===== src/rtl/jtpinpon_rom_slot.sv =====
// Single-entry ROM word cache between a video layer and the SDRAM arbiter.
// A miss on the client address issues one SDRAM read. The returned word is
// kept with its tag, and rom_ok flags a hit on the current address.
module jtpinpon_rom_slot #(
  parameter int unsigned           AW     = 12,
  parameter int unsigned           DW     = 16,
  parameter int unsigned           SAW    = 22,
  parameter logic [SAW-1:0]        OFFSET = '0
) (
  input  logic           clk,
  input  logic           rst_n,
  input  logic           rom_cs,
  input  logic [AW-1:0]  rom_addr,
  output logic [DW-1:0]  rom_data,
  output logic           rom_ok,
  output logic           sdram_req,
  output logic [SAW-1:0] sdram_addr,
  input  logic           sdram_ack,
  input  logic           sdram_dst,
  input  logic [DW-1:0]  sdram_din
);

  typedef enum logic [1:0] {
    S_IDLE,
    S_REQ,
    S_WAIT
  } state_t;

  state_t         state_q, state_d;
  logic [DW-1:0]  data_q,  data_d;
  logic [AW-1:0]  tag_q,   tag_d;
  logic [AW-1:0]  pend_q,  pend_d;
  logic           valid_q, valid_d;
  logic           req_q,   req_d;
  logic [SAW-1:0] saddr_q, saddr_d;

  logic hit;

  // Tag match against the live client address; rom_ok follows it combinationally.
  assign hit        = valid_q && (tag_q == rom_addr);
  assign rom_ok     = rom_cs && hit;
  assign rom_data   = data_q;
  assign sdram_req  = req_q;
  assign sdram_addr = saddr_q;

  // Next-state logic: issue on miss, hold request until ack, capture on dst.
  // The old tag/valid stay in place until the capture edge, so a hit on the
  // previously cached word keeps working while a fetch is in flight.
  always_comb begin
    state_d = state_q;
    data_d  = data_q;
    tag_d   = tag_q;
    pend_d  = pend_q;
    valid_d = valid_q;
    req_d   = req_q;
    saddr_d = saddr_q;
    unique case (state_q)
      S_IDLE: begin
        if (rom_cs && !hit) begin
          pend_d  = rom_addr;
          saddr_d = OFFSET + SAW'(rom_addr);
          req_d   = 1'b1;
          state_d = S_REQ;
        end
      end
      S_REQ: begin
        if (sdram_ack) begin
          req_d   = 1'b0;
          state_d = S_WAIT;
          if (sdram_dst) begin
            data_d  = sdram_din;
            tag_d   = pend_q;
            valid_d = 1'b1;
            state_d = S_IDLE;
          end
        end
      end
      S_WAIT: begin
        if (sdram_dst) begin
          data_d  = sdram_din;
          tag_d   = pend_q;
          valid_d = 1'b1;
          state_d = S_IDLE;
        end
      end
      default: state_d = S_IDLE;
    endcase
  end

  // State and cache registers; reset aborts any transfer immediately.
  always_ff @(posedge clk or negedge rst_n) begin
    if (!rst_n) begin
      state_q <= S_IDLE;
      data_q  <= '0;
      tag_q   <= '0;
      pend_q  <= '0;
      valid_q <= 1'b0;
      req_q   <= 1'b0;
      saddr_q <= '0;
    end else begin
      state_q <= state_d;
      data_q  <= data_d;
      tag_q   <= tag_d;
      pend_q  <= pend_d;
      valid_q <= valid_d;
      req_q   <= req_d;
      saddr_q <= saddr_d;
    end
  end

endmodule


===== config.mk =====
export PLATFORM = sky130hd
export DESIGN_NAME = jtpinpon_rom_slot
export DESIGN_NICKNAME = d
export VERILOG_FILES = /design/src/rtl/jtpinpon_rom_slot.sv
export SDC_FILE = /design/constraint.sdc
export NUM_CORES = 1
export LEC_CHECK = 0
export CAP_MARGIN = 15
export CELL_PAD_IN_SITES_DETAIL_PLACEMENT = 1
export CELL_PAD_IN_SITES_GLOBAL_PLACEMENT = 1
export CORE_ASPECT_RATIO = 1.2
export CORE_MARGIN = 3
export CORE_UTILIZATION = 34
export DETAILED_ROUTE_END_ITERATION = 10
export PLACE_DENSITY_LB_ADDON = 0.1
export SYNTH_ARGS = -nofsm -noshare
export SYNTH_HDL_FRONTEND = slang
export SYNTH_SLANG_ARGS = --single-unit

===== constraint.sdc =====
create_clock -name clk -period 2.4 [get_ports clk]
set_clock_uncertainty 0.1 [all_clocks]
set_input_delay 0.48 -clock clk [delete_from_list [all_inputs] [get_ports clk]]
set_output_delay 0.48 -clock clk [all_outputs]
set_load 0.005 [all_outputs]

# After elaboration in Yosys (flattened, before gate mapping)
# Cells that the tools add are included.
# totals
register_bits,44
inputBits,33
output_inout_bits,40
word_cells,40
# classes
eq_ne,6
n_mux,17
reduce_logical,11
# ops
op,n
2-to-1 mux 16 bit,2
one-hot mux 16 bit (2 select lines),1
2-to-1 mux 12 bit,2
one-hot mux 12 bit (2 select lines),1
equality test 12 bit,1
2-to-1 mux 2 bit,4
inequality test 2 bit (second input constant),3
one-hot mux 2 bit (3 select lines),1
AND reduction 3 bit,2
2-to-1 mux 1 bit,4
one-hot mux 1 bit (2 select lines),2
AND reduction 2 bit,2
nonzero test 2 bit,2
logical AND 1 bit,3
equality test 2 x 1 -> 1 bit (second input constant),1
equality test 2 bit (second input constant),1
logical NOT 2 bit,1
logical NOT 1 bit,1

# Depth between registers and ports, before layout
# Gate-level depths: netlist of the first run.
# depth
ltp_word,6
ltp_mapped,7

# Worst setup path after synthesis of the first run
# No wires, ideal clock.
# synth_path
path_type,input-to-reg
startpoint,input rom_addr[11]
endpoint,"register saddr_q[10], in the netlist sdram_addr[10]"
setup_time_ns,0.125
arrival_ns,1.791
required_time_ns,2.175
slack_ns,0.384
cell_stages,6
n_path_buf,1
path_cell_list,xnor2_1 > nand3_1 > or4_4 > nand3_4 > buf_12 > mux2_4
# synth_via
elab_chain_cells,5
# synth_rtl
element,line_no,source
start: declaration,13,"input logic [AW-1:0] rom_addr,"
equality test 12 bit,40,assign hit = valid_q && (tag_q == rom_addr);
logical AND 1 bit,40,
logical NOT 1 bit,59,if (rom_cs && !hit) begin
logical AND 1 bit,59,
AND reduction 2 bit (no source line),-,
end signal: assignment,107,saddr_q <= saddr_d;
end: declaration,35,"logic [SAW-1:0] saddr_q, saddr_d;"
# No other way between the ends.
# A chain may end at the register's enable or synchronous reset.

# Worst setup path in the final report of the first run
# layout_path
startpoint,input rom_addr[1]
endpoint,output rom_ok
# layout_via
elab_chain_cells,3
# layout_rtl
element,line_no,source
equality test 12 bit,40,
logical AND 1 bit,40,
logical AND 1 bit,41,assign rom_ok = rom_cs && hit;
end: declaration,15,"output logic rom_ok,"
# No other way between the ends.

==> results.txt, run 1 <==
----------------------------------------------------
[Clock tree]
  Clock latency reported for the late side of the worst-skew pair ... about 290 ps
  Root Buffer ... clkbuf_8
  Number of setup buffers added after CTS ... 0
  Clock buffer count from CTS ... 5
  TritonCTS sink count ... 44
  Post-CTS clock slew at the launch and capture registers of the worst setup and hold paths ... 90 ps
  Clk buf depth ... 2
  H-tree levels ... 2
  Number of hold buffers added after cts ... 0
  CTS tree ... done

[Setup path]
  Setup crit start kind ... input port
  Kind of critical path ... in2out
  Reg-to-reg setup timing slack ... between 200 and 250 ps
  Reg-to-reg critical path startpoint ... tag_q[1]
  Data required time of the critical path ... about 1800 ps
  Largest fanout of any net on the critical path ... 2
  Capturing element type of the critical path ... primary output
  Critical register-to-register path endpoint ... sdram_addr[1]
  Data arrival time of the critical path ... approximately 1800 ps
  Number of cells on the worst reg-to-reg path ... 6

[Hold path]
  Class of the worst hold path ... in2async

[Yosys]
  Leading area contributor after synthesis ... dfrtp_1
  Area contributors post-synth ... dfrtp_1, mux2_2, mux2_4
  Synthesis Warnings ... 0
  Syn Area/Cell ... 14.67 sq um
  Count of mapped cells out of synthesis ... 130
  Seq cells post-synth ... 44
  Yosys cell types ... 19
  Sequential fraction of the synthesis area ... 57.74%
  Share of Yosys cell area claimed by the top area cell type ... a little under 60%
  Cell area after synthesis ... 1907 sq um

[Finish]
  Count of inserted antenna diode cells ... 0
  Cell area after layout ... 2644 sq um
  Utilization after layout ... around 49%
  Synthesis-to-layout area growth ... 38.65%
  Fill count ... 569
  Fraction of layout cells with a size suffix above 1 ... 28.64%
  Net count reported at finish ... approximately 230

[STA]
  Final worst path period share ... a little over nine tenths
  Unrepaired setup endpoints after global routing ... no
  Slew Viols, Final ... 0
  Worst hold slack across all endpoints ... 173.0 ps
  Worst slew margin ... a little under half
  Number of hold violations in the final report ... 0
  Period minus WS final ... roughly 2300 ps
  Transition at the pin with the smallest max-transition slack ... slightly above 800 ps
  Setup-failing EPs final ... 0
  Highest attainable clock frequency ... about 0.43 GHz

[Power]
  Part of the total power dissipated in the clock network ... 16.5%
  P_int ... between 2000 and 2500 uW
  Logic pwr share ... between 30% and 40%
  Worst-case vdd ir drop ... roughly 450 uV
  Part of the power in registers ... 44.2%
  Pwr Density ... 1102 nW/um^2
  Leakage dissipation ... 0.001157 uW
  Switching power ... 803.0 uW
  Net switching share of the total power ... 27.56%

[Run]
  Number of violations of the max-capacitance limit ... 0

[Place]
  Buffers on Ports ... 62
  Last weighted congestion value of the routability-driven placer ... 0.7137
  Final HPWL DP ... about 3100 um
  Cell area reported after detailed placement ... approximately 2600 sq um

[Routing]
  Count of routing violations after the opening detailed-route iteration ... 14
  DRC violation count after routing ... 0
  Detail Route Antenna Nets ... 0
  DR vias ... between 1000 and 1500
  Iteration count of the initial detailed-routing pass ... 4
  Total wirelength of the detailed-routed design ... about 4100 um
  Vias per Instance ... about 4.7
  Average wire length per cell after detail routing ... approximately 16 um

[GRT]
  Wire length of the first global-routing pass ... between 6000 and 7000 um
  Sum of overflow across all layers after global routing ... 0
  Antenna violations before repair ... 0
  Total routing usage reported by global routing ... between 10% and 20%
  Vias in the first global route ... about 1400
  Largest net degree at the start of global routing ... 37

[Floorplanning]
  Die extent in x ... roughly 74 um
  Floorplan die height ... around 88 um
  IO Count ... 73
  Row cnt ... 29
  Total die area ... between 6000 and 7000 sq um
  Starting density of the core ... between 30% and 40%
  Floorplan Core Area ... 5370 sq um

[Status]
  Run status ... finished, final reports clean

----------------------------------------------------
-- stage by stage --
step           instances  setup slack, ps  total power [uW]  TNS (ps)
2_1_floorplan        139            384.3              1833         0
3_3_place_gp         253           -592.3              2422     -5196
3_5_place_dp         253           -626.4              2483     -5763
4_1_cts              261            35.00              2970         0
5_1_grt              261            3.708              3120         0
6_report             261            72.69              2914         0
-- metal layers --
metal / wire [um] / up-vias / global-route usage [%]
met1: 1657 / 623 / 15.36
met2: 2101 / 45 / 22.14
met4: 64 / 0 / 5.340
li1: - / 554 / -
met5: 0 / - / 0
met3: 289 / 6 / 4.822
-- cell type report --
type | instances | area [sq um] | area share [%]
clock buffers | 6 | 82.58 | 3.124
clock inverters | 2 | 10.01 | 0.3786
inverters | 2 | 7.507 | 0.2840
multi-input cells | 79 | 725.7 | 27.45
flip-flops and latches | 44 | 1101 | 41.65
well taps | 62 | 77.57 | 2.934
repair buffers | 66 | 639.4 | 24.18
-- worst max-delay path, cell delays in order --
cell and delay (ps):
dlygate4sd2_1 260, xnor2_1 150, nand4_1 140, or4_4 510, nor2_2 90, buf_2 110
-- how the worst max path moves through the flow --
stage | to | cells after the start | slack [ps] | start
2_1_floorplan | sdram_addr[10] | 6 | 380 | rom_addr[11]
3_3_place_gp | rom_ok | 6 | -590 | rom_addr[3]
3_5_place_dp | rom_ok | 6 | -630 | rom_addr[4]
4_1_cts | rom_ok | 6 | 30 | rom_addr[5]
5_1_grt | rom_ok | 6 | 4 | rom_addr[1]
6_report | rom_ok | 6 | 70 | rom_addr[1]
-- power by group through the flow --
| stage | clock (uW) | sequential (uW) | combinational (uW) |
|---|---|---|---|
| floorplan | 0 | 1290 | 547 |
| global placement | 0 | 1280 | 1150 |
| detailed placement | 0 | 1310 | 1170 |
| CTS | 502 | 1290 | 1170 |
| global route | 538 | 1340 | 1250 |
| finish | 482 | 1290 | 1140 |
-- sequential cells by signal, indices dropped and copies added (netlist names) --
register and flops:
rom_data 16, sdram_addr 12, sdram_req 1, state_q 2, tag_q 12, valid_q 1
-- Yosys cell counts --
| cell type | instances |
|---|---|
| nand3_4 | 1 |
| dfrtp_1 | 44 |
| buf_12 | 1 |
| nand4_1 | 2 |
| conb_1 | 1 |
| o21ai_0 | 2 |
| mux2_4 | 8 |
| buf_4 | 10 |
| nand2_1 | 5 |
| clkbuf_1 | 1 |
| inv_1 | 2 |
| or4_4 | 1 |
| nor2_1 | 2 |
| xnor2_1 | 12 |
| nand3_1 | 2 |
| nand2b_1 | 1 |
| mux2_2 | 32 |
| buf_2 | 2 |
| nor2b_1 | 1 |
-- cell families after synthesis --
logic type	count (synthesis)	synth area share [%]
DFF	44	57.74
buffers and inverters	16	6.102
xor gates and xnor gates	12	5.512
and+or+nand+nor	15	4.725
other	1	0.1967
AOI/OAI and AO/OA	2	0.5250
muxes	40	25.20
-- layout by cell type, fill, tap and decap left out, types with 2 or more instances in the layout --
cell	netlist	final
o21ai_0	2	2
buf_2	2	2
dfrtp_1	44	44
clkdlybuf4s50_1	0	48
xnor2_1	12	12
nand3_1	2	2
inv_1	2	2
nand2_1	5	5
conb_1	1	10
mux2_4	8	8
buf_4	10	3
mux2_2	32	32
clkbuf_8	0	6
clkinv_2	0	2
dlygate4sd2_1	0	11
nand4_1	2	2
-- repair_timing --
action	CTS	global route
pin swaps	9	5
endpoints found under the setup margin	13	1
resized for setup	17	1
Power figures use the tool's default switching activity.
==> inputs of run 2 (changes only) <==
--- a/config.mk
+++ b/config.mk
@@ -12,7 +12,7 @@
 export CORE_MARGIN = 3
 export CORE_UTILIZATION = 34
 export DETAILED_ROUTE_END_ITERATION = 10
-export PLACE_DENSITY_LB_ADDON = 0.1
+export PLACE_DENSITY = 0.81
 export SYNTH_ARGS = -nofsm -noshare
 export SYNTH_HDL_FRONTEND = slang
 export SYNTH_SLANG_ARGS = --single-unit
==> results.txt, run 2 (synthesis gave the netlist of run 1 again) <==
----------------------------------------------------
[Status]
  Run status ... finished, final reports clean

[Clock tree]
  Number of hold buffers added after cts ... 0
  Clock buffer count from CTS ... 5
  TritonCTS sink count ... between 40 and 50
  CTS tree ... done
  Clock latency reported for the late side of the worst-skew pair ... roughly 290 ps
  H-tree levels ... 2
  Root Buffer ... clkbuf_8
  Number of setup buffers added after CTS ... 0
  Clk buf depth ... 2
  Post-CTS clock slew at the launch and capture registers of the worst setup and hold paths ... 90 ps

[Finish]
  Count of inserted antenna diode cells ... 0
  Number of flip-flops under the largest register name ... 16
  Synthesis-to-layout area growth ... 39.04%
  Fraction of layout cells with a size suffix above 1 ... between 20% and 30%
  Commonest cells after routing, fill and taps aside ... clkdlybuf4s50_1, dfrtp_1, mux2_2
  Fin cells ... 259
  Net count reported at finish ... 229
  Most frequent standard cell in the layout excluding fill and tap cells ... clkdlybuf4s50_1

[Power]
  Logic pwr share ... between 30% and 40%
  Part of the power in registers ... approximately 43%
  Leakage dissipation ... roughly 0.0012 uW
  Net switching share of the total power ... a little over a quarter
  Power after layout ... 2996 uW
  Pwr Density ... 1130 nW/um^2
  P_int ... about 2200 uW
  Worst-case vdd ir drop ... roughly 610 uV
  Switching power ... 803.6 uW
  Part of the total power dissipated in the clock network ... approximately a fifth

[STA]
  Period minus WS final ... about 2300 ps
  Setup-failing EPs final ... 0
  Slew Viols, Final ... 0
  Final worst path period share ... 97.35%
  Transition at the pin with the smallest max-transition slack ... between 500 and 600 ps
  Worst Setup Slack, final ... ~64 ps
  Worst slew margin ... between 60% and 70%
  Number of hold violations in the final report ... 0
  Unrepaired setup endpoints after global routing ... yes
  Highest attainable clock frequency ... roughly 0.43 GHz

[Setup path]
  Critical register-to-register path endpoint ... sdram_addr[0]
  Setup crit start kind ... input port
  Reg-to-reg setup timing slack ... between 300 and 400 ps
  Kind of critical path ... in2out
  CP max-delay cell ... or4_4
  Number of cells on the worst reg-to-reg path ... 5
  Reg-to-reg critical path startpoint ... tag_q[1]
  Data required time of the critical path ... between 1500 and 2000 ps
  CP max stage delay ... ~560 ps
  Cells traversed along the worst timing path ... dlygate4sd2_1 > xnor2_1 > nand2_1 > or4_4 > nor2_1 > buf_2
  Largest fanout of any net on the critical path ... 2
  Data arrival time of the critical path ... between 1500 and 2000 ps
  Capturing element type of the critical path ... primary output

[GRT]
  Largest net degree at the start of global routing ... 45
  Antenna violations before repair ... 0
  Vias in the first global route ... roughly 1300
  Total routing usage reported by global routing ... about an eighth
  Wire length of the first global-routing pass ... around 6300 um
  Sum of overflow across all layers after global routing ... 0

[Routing]
  DRC violation count after routing ... 0
  Average wire length per cell after detail routing ... between 10 and 15 um
  Detail Route Antenna Nets ... 0
  Count of routing violations after the opening detailed-route iteration ... 27
  Iteration count of the initial detailed-routing pass ... 2
  DR vias ... approximately 1200
  Total wirelength of the detailed-routed design ... 3852 um
  Vias per Instance ... about 4.6

[Floorplanning]
  Row cnt ... 29
  Total die area ... between 6000 and 7000 sq um
  Floorplan Core Area ... between 5000 and 6000 sq um
  IO Count ... 73
  Die extent in x ... around 74 um
  Floorplan die height ... just under 90 um
  Starting density of the core ... between 30% and 40%

[Place]
  Buffers on Ports ... 62
  Last weighted congestion value of the routability-driven placer ... between 0.6 and 0.7
  Placed Cells ... approximately 250
  Final HPWL DP ... roughly 2800 um
  Place WS ... -657.0 ps

[Hold path]
  Class of the worst hold path ... in2async

[Run]
  Number of violations of the max-capacitance limit ... 0

----------------------------------------------------
## run 2: per-stage QoR
stage	util [%]	TNS [ps]	area, sq um	hold slack (ps)
floorplan	-	0	1941	84.41
global placement	47.53	-4444	2552	349.3
detailed placement	47.53	-4638	2552	352.2
CTS	49.37	0	2651	175.3
global route	49.37	-12.77	2651	214.7
finish	49.37	0	2651	153.8
## run 2: critical path, delay by kind of cell
kind	cells	cell delay (ps)
buffers and inverters	2	360
AND/OR/NAND/NOR	3	740
XOR/XNOR	1	170
## run 2: worst max path at each step
| stage | from | end | cells after the start |
|---|---|---|---|
| 4_1_cts | rom_addr[1] | rom_ok | 6 |
| 5_1_grt | tag_q[2] | rom_ok | 5 |
| 6_report | rom_addr[10] | rom_ok | 6 |
| 3_3_place_gp | rom_addr[9] | rom_ok | 6 |
| 2_1_floorplan | rom_addr[11] | sdram_addr[10] | 6 |
| 3_5_place_dp | rom_addr[9] | rom_ok | 6 |
## run 2: final cells by class
| cell class | count | area [sq um] |
|---|---|---|
| clock buffers | 5 | 68.82 |
| clock inverters | 3 | 42.54 |
| multi-input cells | 79 | 730.7 |
| flip-flops and latches | 44 | 1101 |
| inverters | 2 | 7.507 |
| well taps | 62 | 77.57 |
| fillers | 561 | 2719 |
| repair buffers | 64 | 623.1 |
## run 2: routing by layer
layer  track usage [%]  vias up  wire [um]
li1                  -      547          -
met1             15.94      584       1581
met2             19.82       53       1878
met3             6.774        2        387
met4             2.427        0          4
met5                 0        -          0
## run 2: repair_timing
action	CTS	global route
setup endpoints to repair	5	1
cloned	0	0
resized for setup	17	0
pin swaps	6	4
## run 2: power groups by stage
stage	sequential, uW	combinational (uW)	clock [uW]
2_1_floorplan	1290	547	0
3_3_place_gp	1280	1150	0
5_1_grt	1340	1260	625
3_5_place_dp	1310	1170	0
6_report	1290	1150	558
4_1_cts	1290	1180	585
==> inputs of run 3 (changes only) <==
--- a/config.mk
+++ b/config.mk
@@ -10,9 +10,11 @@
 export CELL_PAD_IN_SITES_GLOBAL_PLACEMENT = 1
 export CORE_ASPECT_RATIO = 1.2
 export CORE_MARGIN = 3
-export CORE_UTILIZATION = 34
+export CORE_UTILIZATION = 35
+export CTS_BUF_LIST = sky130_fd_sc_hd__clkbuf_2
 export DETAILED_ROUTE_END_ITERATION = 10
-export PLACE_DENSITY = 0.81
+export PLACE_DENSITY = 0.83
+export SLEW_MARGIN = 20
 export SYNTH_ARGS = -nofsm -noshare
 export SYNTH_HDL_FRONTEND = slang
 export SYNTH_SLANG_ARGS = --single-unit
==> results.txt, run 3 (synthesis gave the netlist of run 1 again) <==
----------------------------------------------------
[Finish]
  Synthesis-to-layout area growth ... 38.45%
  Count of inserted antenna diode cells ... 0
  Utilization after layout ... 51.61%
  Number of flip-flops under the largest register name ... 16
  Commonest cells after routing, fill and taps aside ... clkdlybuf4s50_1, dfrtp_1, mux2_2
  Net count reported at finish ... about 230
  Fraction of layout cells with a size suffix above 1 ... between 30% and 40%
  Most frequent standard cell in the layout excluding fill and tap cells ... clkdlybuf4s50_1

[Power]
  Pwr Density ... approximately 1100 nW/um^2
  Power after layout ... between 2000 and 3000 uW
  Leakage dissipation ... 0.001181 uW
  Worst-case vdd ir drop ... 514.7 uV

[STA]
  Slew Viols, Final ... 0
  Final worst path period share ... 105.3%
  Period minus WS final ... between 2000 and 3000 ps
  Unrepaired setup endpoints after global routing ... yes
  Worst Setup Slack, final ... -127.5 ps
  Transition at the pin with the smallest max-transition slack ... 592.8 ps
  Number of hold violations in the final report ... 0
  Worst slew margin ... about 60%
  Highest attainable clock frequency ... roughly 0.4 GHz
  Setup-failing EPs final ... 1

[Setup path]
  Data arrival time of the critical path ... 1950 ps
  Cells traversed along the worst timing path ... clkdlybuf4s50_1 > xnor2_1 > nand4_1 > or4_4 > nor2_4 > buf_2
  Capturing element type of the critical path ... primary output
  Largest fanout of any net on the critical path ... 2
  Setup crit start kind ... input port
  Kind of critical path ... in2out
  CP max stage delay ... between 500 and 600 ps
  Reg-to-reg critical path startpoint ... tag_q[6]
  Worst setup startpoint ... rom_addr[4]
  Data required time of the critical path ... approximately 1800 ps
  CP max-delay cell ... clkdlybuf4s50_1

[GRT]
  Sum of overflow across all layers after global routing ... 0
  Wire length of the first global-routing pass ... about 7600 um
  Total routing usage reported by global routing ... roughly 15%
  Antenna violations before repair ... 0
  Vias in the first global route ... around 1500
  Largest net degree at the start of global routing ... 26

[Floorplanning]
  Row cnt ... 28
  IO Count ... 73
  Floorplan die height ... ~87 um
  Starting density of the core ... between 30% and 40%
  Floorplan Core Area ... 5115 sq um
  Total die area ... 6373 sq um
  Die extent in x ... ~73 um

[Clock tree]
  Clock buffer count from CTS ... 5
  Clk buf depth ... 2
  CTS tree ... done
  Root Buffer ... clkbuf_2
  Clock latency reported for the late side of the worst-skew pair ... roughly 410 ps
  Post-CTS clock slew at the launch and capture registers of the worst setup and hold paths ... ~240 ps
  H-tree levels ... 2
  TritonCTS sink count ... 44

[Routing]
  Vias per Instance ... 4.691
  Count of routing violations after the opening detailed-route iteration ... 47
  Iteration count of the initial detailed-routing pass ... 4
  DRC violation count after routing ... 0
  Total wirelength of the detailed-routed design ... between 4000 and 5000 um
  Detail Route Antenna Nets ... 0
  DR vias ... between 1000 and 1500
  Average wire length per cell after detail routing ... around 17 um

[Status]
  Failing checks ... setup timing
  Run status ... finished, violations left

[Place]
  Last weighted congestion value of the routability-driven placer ... approximately 0.65
  Buffers on Ports ... 62
  Final HPWL DP ... about 3400 um

[Hold path]
  Hold path start ... rom_addr[1]
  Class of the worst hold path ... in2reg

[Run]
  Number of violations of the max-capacitance limit ... 0

----------------------------------------------------
## run 3: cell count changes in the layout (fill, tap and decap cells not counted), sizes merged
cell,before,now
dlygate4sd2,12,7
buf,4,8
dlymetal6s2s,0,3
clkdlybuf4s50,48,50
clkinv,1,3
bufinv,1,0
clkinvlp,1,0
dlygate4sd3,0,1
## run 3: stage by stage
step	instance area (sq um)	std cells	setup WS, ps	setup TNS [ps]	hold WS (ps)
CTS	2610	262	-146.6	-146.6	330.3
global placement	2560	252	-650.7	-3691	348.7
floorplan	1941	139	384.3	0	84.41
global route	2640	262	-190.5	-190.5	224.0
detailed placement	2560	252	-686.3	-4216	377.5
finish	2640	262	-127.5	-127.5	261.1
## run 3: path summary, 6_finish.rpt
check | to | slack, ps | cells after the start
setup / recovery | rom_ok | -130 | 6
min in group asynchronous | sdram_addr[0] | 460 | 2
hold / removal | sdram_addr[1] | 260 | 2
setup reg to reg | sdram_addr[11] | 210 | 6
max in group asynchronous | tag_q[5] | 1110 | 3
hold reg to reg | sdram_req | 410 | 2
## run 3: final cells by class
cell class	instances	area, sq um
fillers	517	2475
flip-flops and latches	44	1101
multi-input cells	79	753.2
repair buffers	69	664.4
well taps	60	75.07
clock buffers	5	25.02
clock inverters	3	13.76
inverters	2	7.507
## run 3: per-layer routing
layer | part of all wire (%) | GRT usage (%)
met3 | 9.6 | 6.467
met1 | 39 | 17.99
met2 | 50 | 25.63
met4 | 0.38 | 3.460
met5 | 0 | 0
## run 3: where the power goes
part	internal [uW]	switching (uW)	leakage (uW)
clock network	65.5	239	0.0000302
registers	1070	236	0.000515
logic	823	358	0.000635
total	1960	832	0.00118
## run 3: repair_timing
item	in CTS	in global routing
setup buffers	1	0
hold buffers	1	0
endpoints found under the setup margin	1	1
hold endpoints to repair	23	0
pin swaps	5	3
gates resized for setup	13	6
## run 3: critical path, delay by kind of cell
kind,cells,cell delay [ps]
buffers and inverters,2,620
xor gates and xnor gates,1,140
and+or+nand+nor,3,710
